==> config.mk <==
export PLATFORM = sky130hd
export DESIGN_NAME = jtag_host_driver
export DESIGN_NICKNAME = d
export VERILOG_FILES = /design/src/rtl/jtag_host_driver.sv
export SDC_FILE = /design/constraint.sdc
export NUM_CORES = 1
export LEC_CHECK = 0
export CORE_UTILIZATION = 45
export DETAILED_ROUTE_END_ITERATION = 8
export GPL_TIMING_DRIVEN = 0
export PLACE_DENSITY = 0.7
export SLEW_MARGIN = 15
export SYNTH_ARGS = -nofsm -noshare
export SYNTH_HDL_FRONTEND = slang
export SYNTH_SLANG_ARGS = --single-unit
==> constraint.sdc <==
create_clock -name clk -period 4.1 [get_ports clk]
set_clock_uncertainty 0.1 [all_clocks]
set_input_delay 0.82 -clock clk [delete_from_list [all_inputs] [get_ports clk]]
set_output_delay 0.82 -clock clk [all_outputs]
set_load 0.1 [all_outputs]
==> src/rtl/jtag_host_driver.sv <==
// -----------------------------------------------------------------------------
// jtag_host_driver
//   JTAG TAP initiator. A command accepted on the valid/ready interface walks
//   the target TAP from Run-Test/Idle into Shift-IR/Shift-DR and back, or runs
//   a Test-Logic-Reset or idle sequence. Up to DATA_W bits are shifted
//   LSB-first, and TDO is captured into rsp_data.
//
//   Each TCK slot has two halves of CLK_DIV clk each. The slot's tms/tdi
//   values are driven on the accept edge or on the preceding fall edge. tdo is
//   sampled on the clk edge that raises tck.
//
//   Optional feature macro: JTAG_HOST_TRST_EN. When it is defined, the module
//   adds the trst_n output and drives it low for the duration of a RESET op.
//
// Ports
//   clk, rst_n           system clock, asynchronous active-low reset
//   cmd_valid/cmd_ready  command handshake (cmd_ready = host idle)
//   cmd_op               0=RESET 1=SHIFT_IR 2=SHIFT_DR 3=IDLE
//   cmd_len              shift bit count (SHIFT_*) or TCK count (IDLE)
//   cmd_data             TDI bits, bit i at shift position i
//   rsp_valid/rsp_data   1-cycle completion pulse, captured TDO (held)
//   busy                 ~cmd_ready
//   tck, tms, tdi        registered JTAG outputs
//   trst_n               (JTAG_HOST_TRST_EN only) TAP reset, active low
//   tdo                  JTAG data from the target
// -----------------------------------------------------------------------------
module jtag_host_driver #(
  parameter int DATA_W  = 32,
  parameter int LEN_W   = 6,
  parameter int CLK_DIV = 2
) (
  input  logic              clk,
  input  logic              rst_n,
  input  logic              cmd_valid,
  output logic              cmd_ready,
  input  logic [1:0]        cmd_op,
  input  logic [LEN_W-1:0]  cmd_len,
  input  logic [DATA_W-1:0] cmd_data,
  output logic              rsp_valid,
  output logic [DATA_W-1:0] rsp_data,
  output logic              busy,
  output logic              tck,
  output logic              tms,
  output logic              tdi,
`ifdef JTAG_HOST_TRST_EN
  output logic              trst_n,
`endif
  input  logic              tdo
);

  localparam int DIV_W = (CLK_DIV > 1) ? $clog2(CLK_DIV) : 1;
  localparam logic [DIV_W-1:0] DIV_LAST = DIV_W'(CLK_DIV - 1);

  localparam logic [1:0] OP_RESET = 2'd0;
  localparam logic [1:0] OP_IR    = 2'd1;
  localparam logic [1:0] OP_DR    = 2'd2;
  localparam logic [1:0] OP_IDLE  = 2'd3;

  typedef enum logic [1:0] {S_IDLE, S_HEAD, S_SHIFT, S_TAIL} state_t;

  state_t              state_q, state_n;
  logic [LEN_W-1:0]    cnt_q, cnt_n;
  logic [LEN_W:0]      cnt_inc;
  logic [DIV_W-1:0]    div_q;
  logic                tck_q, tms_q, tdi_q;
  logic                rsp_valid_q;
  logic [DATA_W-1:0]   rsp_data_q;

  // Per-command registers. These are loaded on accept and need no reset.
  logic [1:0]          op_q;
  logic [LEN_W-1:0]    len_q;
  logic [DATA_W-1:0]   data_q;
  logic [DATA_W-1:0]   cap_q;

  logic                tick, accept, rise, fall, done;
  logic [1:0]          op_sel;
  logic [LEN_W-1:0]    len_sel;
  logic [DATA_W-1:0]   data_sel;
  logic                nxt_tms, nxt_tdi;

  // Effective shift length: 0 means 1 bit, and values above DATA_W are clamped.
  function automatic logic [LEN_W-1:0] shift_len(input logic [LEN_W-1:0] len);
    if (len == '0)
      shift_len = {{(LEN_W-1){1'b0}}, 1'b1};
    else if (int'(len) > DATA_W)
      shift_len = LEN_W'(DATA_W);
    else
      shift_len = len;
  endfunction

  // Number of head slots for each op. An IDLE op consists of head slots only.
  function automatic logic [LEN_W-1:0] head_len(input logic [1:0] op,
                                                input logic [LEN_W-1:0] len);
    case (op)
      OP_RESET: head_len = LEN_W'(6);
      OP_IR:    head_len = LEN_W'(4);
      OP_DR:    head_len = LEN_W'(3);
      default:  head_len = len;
    endcase
  endfunction

  function automatic logic slot_tms(input state_t st, input logic [1:0] op,
                                    input logic [LEN_W-1:0] cnt,
                                    input logic [LEN_W-1:0] len);
    slot_tms = 1'b0;
    case (st)
      S_HEAD: begin
        case (op)
          OP_RESET: slot_tms = (cnt < LEN_W'(5));   // 1,1,1,1,1,0
          OP_IR:    slot_tms = (cnt < LEN_W'(2));   // 1,1,0,0
          OP_DR:    slot_tms = (cnt == '0);         // 1,0,0
          default:  slot_tms = 1'b0;
        endcase
      end
      S_SHIFT: slot_tms = (cnt == len - 1'b1);      // leave Shift on the last bit
      S_TAIL:  slot_tms = (cnt == '0);              // Update, then Run-Test/Idle
      default: slot_tms = 1'b0;
    endcase
  endfunction

  function automatic logic bit_at(input logic [DATA_W-1:0] data,
                                  input logic [LEN_W-1:0] idx);
    bit_at = 1'b0;
    for (int i = 0; i < DATA_W; i++)
      if (LEN_W'(i) == idx) bit_at = data[i];
  endfunction

  always_comb begin
    state_n  = state_q;
    cnt_n    = cnt_q;
    accept   = 1'b0;
    rise     = 1'b0;
    fall     = 1'b0;
    done     = 1'b0;
    op_sel   = op_q;
    len_sel  = len_q;
    data_sel = data_q;
    nxt_tms  = tms_q;
    nxt_tdi  = tdi_q;
    tick     = (div_q == DIV_LAST);
    cnt_inc  = {1'b0, cnt_q} + {{LEN_W{1'b0}}, 1'b1};

    case (state_q)
      S_IDLE: begin
        if (cmd_valid) begin
          accept   = 1'b1;
          op_sel   = cmd_op;
          data_sel = cmd_data;
          len_sel  = (cmd_op == OP_IDLE) ? cmd_len : shift_len(cmd_len);
          cnt_n    = '0;
          if (cmd_op == OP_IDLE && cmd_len == '0)
            done = 1'b1;
          else
            state_n = S_HEAD;
        end
      end
      default: begin
        if (tick) begin
          if (!tck_q) begin
            rise = 1'b1;
          end else begin
            // A fall edge ends the current slot. Advance to the next slot.
            fall = 1'b1;
            case (state_q)
              S_HEAD: begin
                if (cnt_inc < {1'b0, head_len(op_q, len_q)})
                  cnt_n = cnt_inc[LEN_W-1:0];
                else if (op_q == OP_IR || op_q == OP_DR) begin
                  state_n = S_SHIFT;
                  cnt_n   = '0;
                end else
                  done = 1'b1;
              end
              S_SHIFT: begin
                if (cnt_inc < {1'b0, len_q})
                  cnt_n = cnt_inc[LEN_W-1:0];
                else begin
                  state_n = S_TAIL;
                  cnt_n   = '0;
                end
              end
              default: begin
                if (cnt_q == '0)
                  cnt_n = {{(LEN_W-1){1'b0}}, 1'b1};
                else
                  done = 1'b1;
              end
            endcase
          end
        end
      end
    endcase

    if (done) begin
      state_n = S_IDLE;
      cnt_n   = '0;
      nxt_tms = 1'b0;
      nxt_tdi = 1'b0;
    end else if (accept || fall) begin
      nxt_tms = slot_tms(state_n, op_sel, cnt_n, len_sel);
      nxt_tdi = (state_n == S_SHIFT) ? bit_at(data_sel, cnt_n) : 1'b0;
    end
  end

  always_ff @(posedge clk or negedge rst_n) begin
    if (!rst_n) begin
      state_q     <= S_IDLE;
      cnt_q       <= '0;
      div_q       <= '0;
      tck_q       <= 1'b0;
      tms_q       <= 1'b1;
      tdi_q       <= 1'b0;
      rsp_valid_q <= 1'b0;
      rsp_data_q  <= '0;
    end else begin
      state_q <= state_n;
      cnt_q   <= cnt_n;
      if (accept)
        div_q <= '0;
      else if (state_q != S_IDLE)
        div_q <= tick ? '0 : div_q + 1'b1;
      if (rise)
        tck_q <= 1'b1;
      else if (fall)
        tck_q <= 1'b0;
      tms_q       <= nxt_tms;
      tdi_q       <= nxt_tdi;
      rsp_valid_q <= done;
      if (done)
        rsp_data_q <= (!accept && (op_q == OP_IR || op_q == OP_DR)) ? cap_q : '0;
    end
  end

  always_ff @(posedge clk) begin
    if (accept) begin
      op_q   <= cmd_op;
      len_q  <= len_sel;
      data_q <= cmd_data;
      cap_q  <= '0;
    end else if (rise && state_q == S_SHIFT) begin
      for (int i = 0; i < DATA_W; i++)
        if (LEN_W'(i) == cnt_q) cap_q[i] <= tdo;
    end
  end

`ifdef JTAG_HOST_TRST_EN
  logic trst_q;
  logic trst_hold;

  // trst_n is held low from the RESET accept edge through the final fall edge.
  assign trst_hold = (state_n != S_IDLE) && (op_sel == OP_RESET);

  always_ff @(posedge clk or negedge rst_n) begin
    if (!rst_n)
      trst_q <= 1'b0;
    else
      trst_q <= ~trst_hold;
  end

  assign trst_n = trst_q;
`endif

  assign cmd_ready = (state_q == S_IDLE);
  assign busy      = ~cmd_ready;
  assign tck       = tck_q;
  assign tms       = tms_q;
  assign tdi       = tdi_q;
  assign rsp_valid = rsp_valid_q;
  assign rsp_data  = rsp_data_q;

endmodule

==> summary.txt <==
Die
  – Core Box Area: 13,800 µm²
  – Die H: 121 µm
  – Die area: 14,600 µm²
  – Die width: 121 µm
  – FP Rows: 43
  – Initial Util: 46.0%
  – IO Pins: 82

Synthesis
  – Post-Syn Area per Cell: 8.93 µm²
  – #FFs+latches synth: 117
  – Synthesized Nets: 781
  – Fraction of registers with async set/reset: 38.5%
  – Cell taking the most area after synthesis: edfxtp_1
  – Leading cell type by number of instances after synthesis: nand2_1
  – EDFF count, synth: 40
  – Post-Syn Instances: 712
  – Seq/Total Area, Yosys: 46.7%
  – Netlist cell types: 68
  – Yosys warns: 0
  – Yosys top cell area share: 18.9%
  – Top post-synthesis cells by count: 153 x nand2_1, 79 x nand3_1, 60 x nor2_1
  – Mapped Area: 6360 µm²
  – Synth top area cells: edfxtp_1 19%, dfrtp_1 17%, dfxtp_1 10%
  – Post-synth top flop: dfrtp_1

Detailed routing
  – First-pass detailed-route iteration total: 5
  – Via density: 5.60
  – Routed WL per cell: 16.9 µm
  – Initial drt markers: 427
  – Post-DRT Antenna Nets: 0
  – DRC Markers: 0
  – WL final: 17.2 mm
  – Vias: 5,720

Worst setup path
  – Crit Path Category: flip-flop to flip-flop
  – CP startpoint kind: flip-flop
  – R2r startpoint: cnt_q[1]$_DFF_PN0_
  – Worst Setup SP: cnt_q[1]$_DFF_PN0_
  – CP arrival: 4.20 ns
  – Crit Path Max Fanout: 10
  – CP endpoint kind: flip-flop
  – CP Data Required Time: 4.30 ns

Finish
  – Final #Nets: 898
  – # fillers: 1,200
  – Non-Filler Instances: 1,022
  – Register area: 2970 µm²
  – Synth-to-layout area growth: 30.6%
  – Layout cells sized above 1: 12.0%
  – Antenna Cells: 0
  – Area of the multi-input gates: 3250 µm²

Flow run
  – Number of max-cap violations: 0

CTS
  – Worst skew pair latency: 0.42 ns
  – CTS buffer count: 17
  – Sink Count: 117
  – Clock slew at reported path FFs: 0.06 ns
  – CTS tree: done
  – CTS root buffer: clkbuf_16
  – Hold_buf cts: 0
  – H-tree depth: 4
  – Clock buffer depth: 2

Placed design
  – DP Cell Count: 974
  – Port bufs: 81
  – HPWL Detailed: 12.5 mm
  – Routability cong.: 0.911

Worst hold path
  – Worst Hold Class: primary input to async pin

Power and ir drop
  – Leakage: 0.00352 µW
  – Max rail drop VDD: 0.382 mV
  – Power per standard cell area: 892 nW/µm²
  – Final total power: 7410 µW

Global route
  – Vias in the first global route: 5,664
  – Initial antenna violation count: 0
  – Final global-route overflow total: 0
  – First-pass GRT wire length: 28.1 mm
  – Gr usage total: 24.9%
  – Pin count of the biggest net entering global routing: 50

Timing
  – Endpoints failing hold: 0
  – Worst-margin pin slew: 0.998 ns
  – RSZ-0062 raised after global routing: true
  – Final period utilization: 97.5%
  – Fin. max-slew vios: 0
  – Slew HR: 33.3%
  – Fin crit period: 4.00 ns
  – Setup TNS: 0 ns
  – Final setup vio count: 0
  – Max Fclk: 0.250 GHz

Outcome
  – Run status: complete, no violations
## power breakdown
part	switching [µW]	internal (µW)	total, µW
clock network	527	1010	1530
registers	152	1490	1650
logic	2970	1260	4230
total	3650	3760	7410
## worst paths after layout
check	to	slack (ns)	cells after the start
setup reg to reg	tdi$_DFFE_PN0P_	0.10	17
min in group clk	rsp_data[26]$_DFFE_PN0P_	0.35	2
setup / recovery	tdi$_DFFE_PN0P_	0.10	17
hold reg to reg	rsp_data[26]$_DFFE_PN0P_	0.35	2
hold / removal	cnt_q[5]$_DFF_PN0_	0.22	1
max in group asynchronous	rsp_data[3]$_DFFE_PN0P_	3.19	2
## layout make-up
type	instances	share of cell area, %
inverters	22	0.994
multi-input cells	531	39.2
clock buffers	28	6.85
plain buffers	42	2.37
flip-flops and latches	117	35.8
well taps	180	2.71
repair buffers	98	11.4
clock inverters	4	0.678
## sequential cells by signal, indices dropped and copies added, names as in the netlist
name / flops
data_q: 32
tms: 1
div_q: 1
len_q: 6
state_q: 2
tdi: 1
rsp_valid: 1
rsp_data: 32
op_q: 2
cap_q: 32
cnt_q: 6
tck: 1
## worst max-delay path, stage by stage (launching register included)
cell and delay (ns):
dfrtp_2 0.38, ha_1 0.19, buf_6 0.17, nand3_4 0.12, xnor2_4 0.24, ha_1 0.28, a21oi_1 0.18, o22ai_2 0.14
a211oi_4 0.30, buf_4 0.17, mux2i_1 0.09, a21oi_2 0.29, buf_6 0.21, mux4_2 0.30, a2111oi_1 0.43, a31oi_1 0.07
a21oi_1 0.17, o21ai_1 0.07
## layer usage
layer  wire length, µm  part of all wire, %  global-route usage (%)  up-vias
met3               956                  5.5                    5.12       44
met5                 0                    0                       0        -
li1                  -                    -                       -     2739
met1              7640                   44                    32.1     2736
met2              8170                   47                    40.1      201
met4               476                  2.8                    11.7        0
## timing repair
item                                   in CTS  in global routing
endpoints found under the hold margin       0                  0
setup buffers                              11                  5
resized for setup                          20                 21
pin swaps                                   7                  4
setup endpoints to repair                  92                 52
## kinds of logic (layout without fill, tap and decap cells)
kind of cell / Yosys count / after routing / synth area share, %
flops: 117 / 117 / 46.7
buf+inv: 64 / 194 / 4.09
compound gates: 114 / 114 / 12.1
fa+ha+maj: 25 / 25 / 4.92
mux: 33 / 33 / 5.83
simple gates: 344 / 344 / 24.3
xor+xnor: 15 / 15 / 2.07
## placed cells by master (no fill, tap or decap), types with 8 or more instances in the layout
cell type and instances:
o21ai_0 22, dfrtp_1 42, inv_1 19, a21oi_1 33, nor3_1 12, edfxtp_1 40
buf_4 16, ha_1 23, dfxtp_1 32, nand2_1 152, mux2i_1 28, nor2_1 59
nand3_1 77, clkbuf_16 19, clkbuf_1 25, clkdlybuf4s50_1 80, buf_2 8
## stage by stage
stage | util (%) | hold WS [ns] | area [µm²] | setup slack (ns)
CTS | 59.3 | 0.215 | 8190 | 0.0238
detailed placement | 53.7 | 0.342 | 7420 | -1.18
finish | 60.1 | 0.218 | 8310 | 0.104
global placement | 53.5 | 0.343 | 7400 | -1.16
global route | 60.1 | 0.230 | 8310 | -0.0887
floorplan | - | 0.325 | 6370 | 0.0540
No activity file was read; power rests on OpenSTA's default activity.
==> variant: new RTL, same settings <==
The parameter `LEN_W` goes from 6 to 4.
--- a/src/rtl/jtag_host_driver.sv
+++ b/src/rtl/jtag_host_driver.sv
@@ -28,3 +28,3 @@
   parameter int DATA_W  = 32,
-  parameter int LEN_W   = 6,
+  parameter int LEN_W   = 4,
   parameter int CLK_DIV = 2
Interface: changed (resized cmd_len); port bits go from 82 to 80. No check against the original RTL was run, so the function may have changed too.
==> variant against the unedited design <==
Setup slack better by 0.081 ns; routed wire length is 46% lower; global-route usage is 3.0 points lower; via count is 40% lower; final area is 41% lower; sequential cell count is 52 lower; critical path type unchanged; synthesized area is 38% lower; power is 51% lower; combinational power is 49% lower.
==> variant: results (changes against the unedited design) <==
Status
  • Run status: complete, no violations

Clock network
  • Total CTS buffers: 9 (-8)
  • Number of buffers added for setup after CTS: 0 (-11)
  • Number of resized instances in the post-cts repair step: 0 (-100%)
  • Clock slew at reported path FFs: 0.08 ns (+0.02 ns)
  • Clock insertion delay at the later pin of the skew report: 0.35 ns (-0.07 ns)
  • Total number of H-tree levels: 3 (-1)

Synth
  • Unique cell type count in the Yosys netlist: 59 (-13%)
  • Ranking of synthesized cells by area: edfxtp_1 (17%), dfrtp_1 (17%), dfxtp_1 (8.2%), nand2_1 (7.8%), ha_1 (6.1%)
  • Number of nets in the synthesized netlist: 503 (-36%)
  • Share of flip-flops with an asynchronous set or reset: 41.5% (+3.1 points)
  • Number of flops mapped to enable cells by yosys: 22 (-45%)
  • Ranking of synthesized cells by instance count: nand2_1 (82), a21oi_1 (32), dfrtp_1 (26), nor2_1 (26), o21ai_0 (26)

Power and ir drop
  • Max VDD drop: 0.000402 V (+5.5%)
  • Switching Fraction: 50.5% (+1.2 points)
  • Clock network power share: 16.2% (-4.5 points)
  • Combinational-cell power consumption: 2.14 mW (-49%)

STA
  • Transition time of the tightest slew-check pin: 0.985 ns (-0.0124 ns)
  • Final-layout worst hold slack: 0.356 ns (+0.138 ns)

Setup path
  • Maximum fanout encountered on the critical timing path: 9 (-1)
  • Cell type of the slowest stage on the worst timing path: dfrtp_1
  • Crit path arrival time: 4.08 ns (-0.12 ns)
  • Number of cell instances on the worst register-to-register path: 13 (-4)

Place
  • Input/output buffers: 62 (-23%)
  • Routability congestion estimate from global placement: 0.896 (-1.6%)

Detailed routing
  • Routed wire length: 9.27 mm (-46%)
  • Total routed wire length on the met1 layer: 4.32 mm (-43%)
  • Number of vias after detailed routing: 3426 (-40%)
  • Met3 wire length: 485 µm (-49%)

Global routing
  • Met2 usage in global routing: 34.0% (-6.0 points)
  • Maximum number of pins on one net before global-route repair: 32 (-36%)
  • Number of global-route vias before repair: 3090 (-45%)
  • GRT met3 Usage: 3.99% (-1.1 points)

Cells and area
  • Final net count: 577 (-36%)

Worst hold path
  • Class of the worst hold path: reg -> reg
variant: through the flow:
| stage | instance area, µm² | power (mW) | instances | TNS (ns) |
|---|---|---|---|---|
| final | 4930 | 3.61 | 626 | 0 |
| after global routing | 4930 | 3.83 | 626 | -0.0131 |
| after CTS | 4880 | 3.57 | 625 | 0 |
| after detailed placement | 4670 | 2.97 | 609 | 0 |
| after global placement | 4680 | 2.95 | 609 | -10.91 |
| after floorplan | 3930 | 2.51 | 442 | 0 |
variant: layout make-up:
| type | count | share of cell area, % |
|---|---|---|
| sequential | 65 | 33.7 |
| clock buffer | 11 | 3.07 |
| multi-input combinational | 318 | 40.7 |
| buffer | 42 | 4.80 |
| inverter | 17 | 1.30 |
| timing repair buffer | 63 | 12.6 |
| clock inverter | 5 | 1.19 |
| tap | 105 | 2.67 |
variant: kinds of logic after synthesis:
group,count (synthesis),synth area share [%]
compound gates,104,17.8
xor+xnor,9,2.01
fa+ha+maj,19,6.05
buf+inv,59,7.62
flops,65,42.2
mux,13,3.31
simple gates,173,21.0
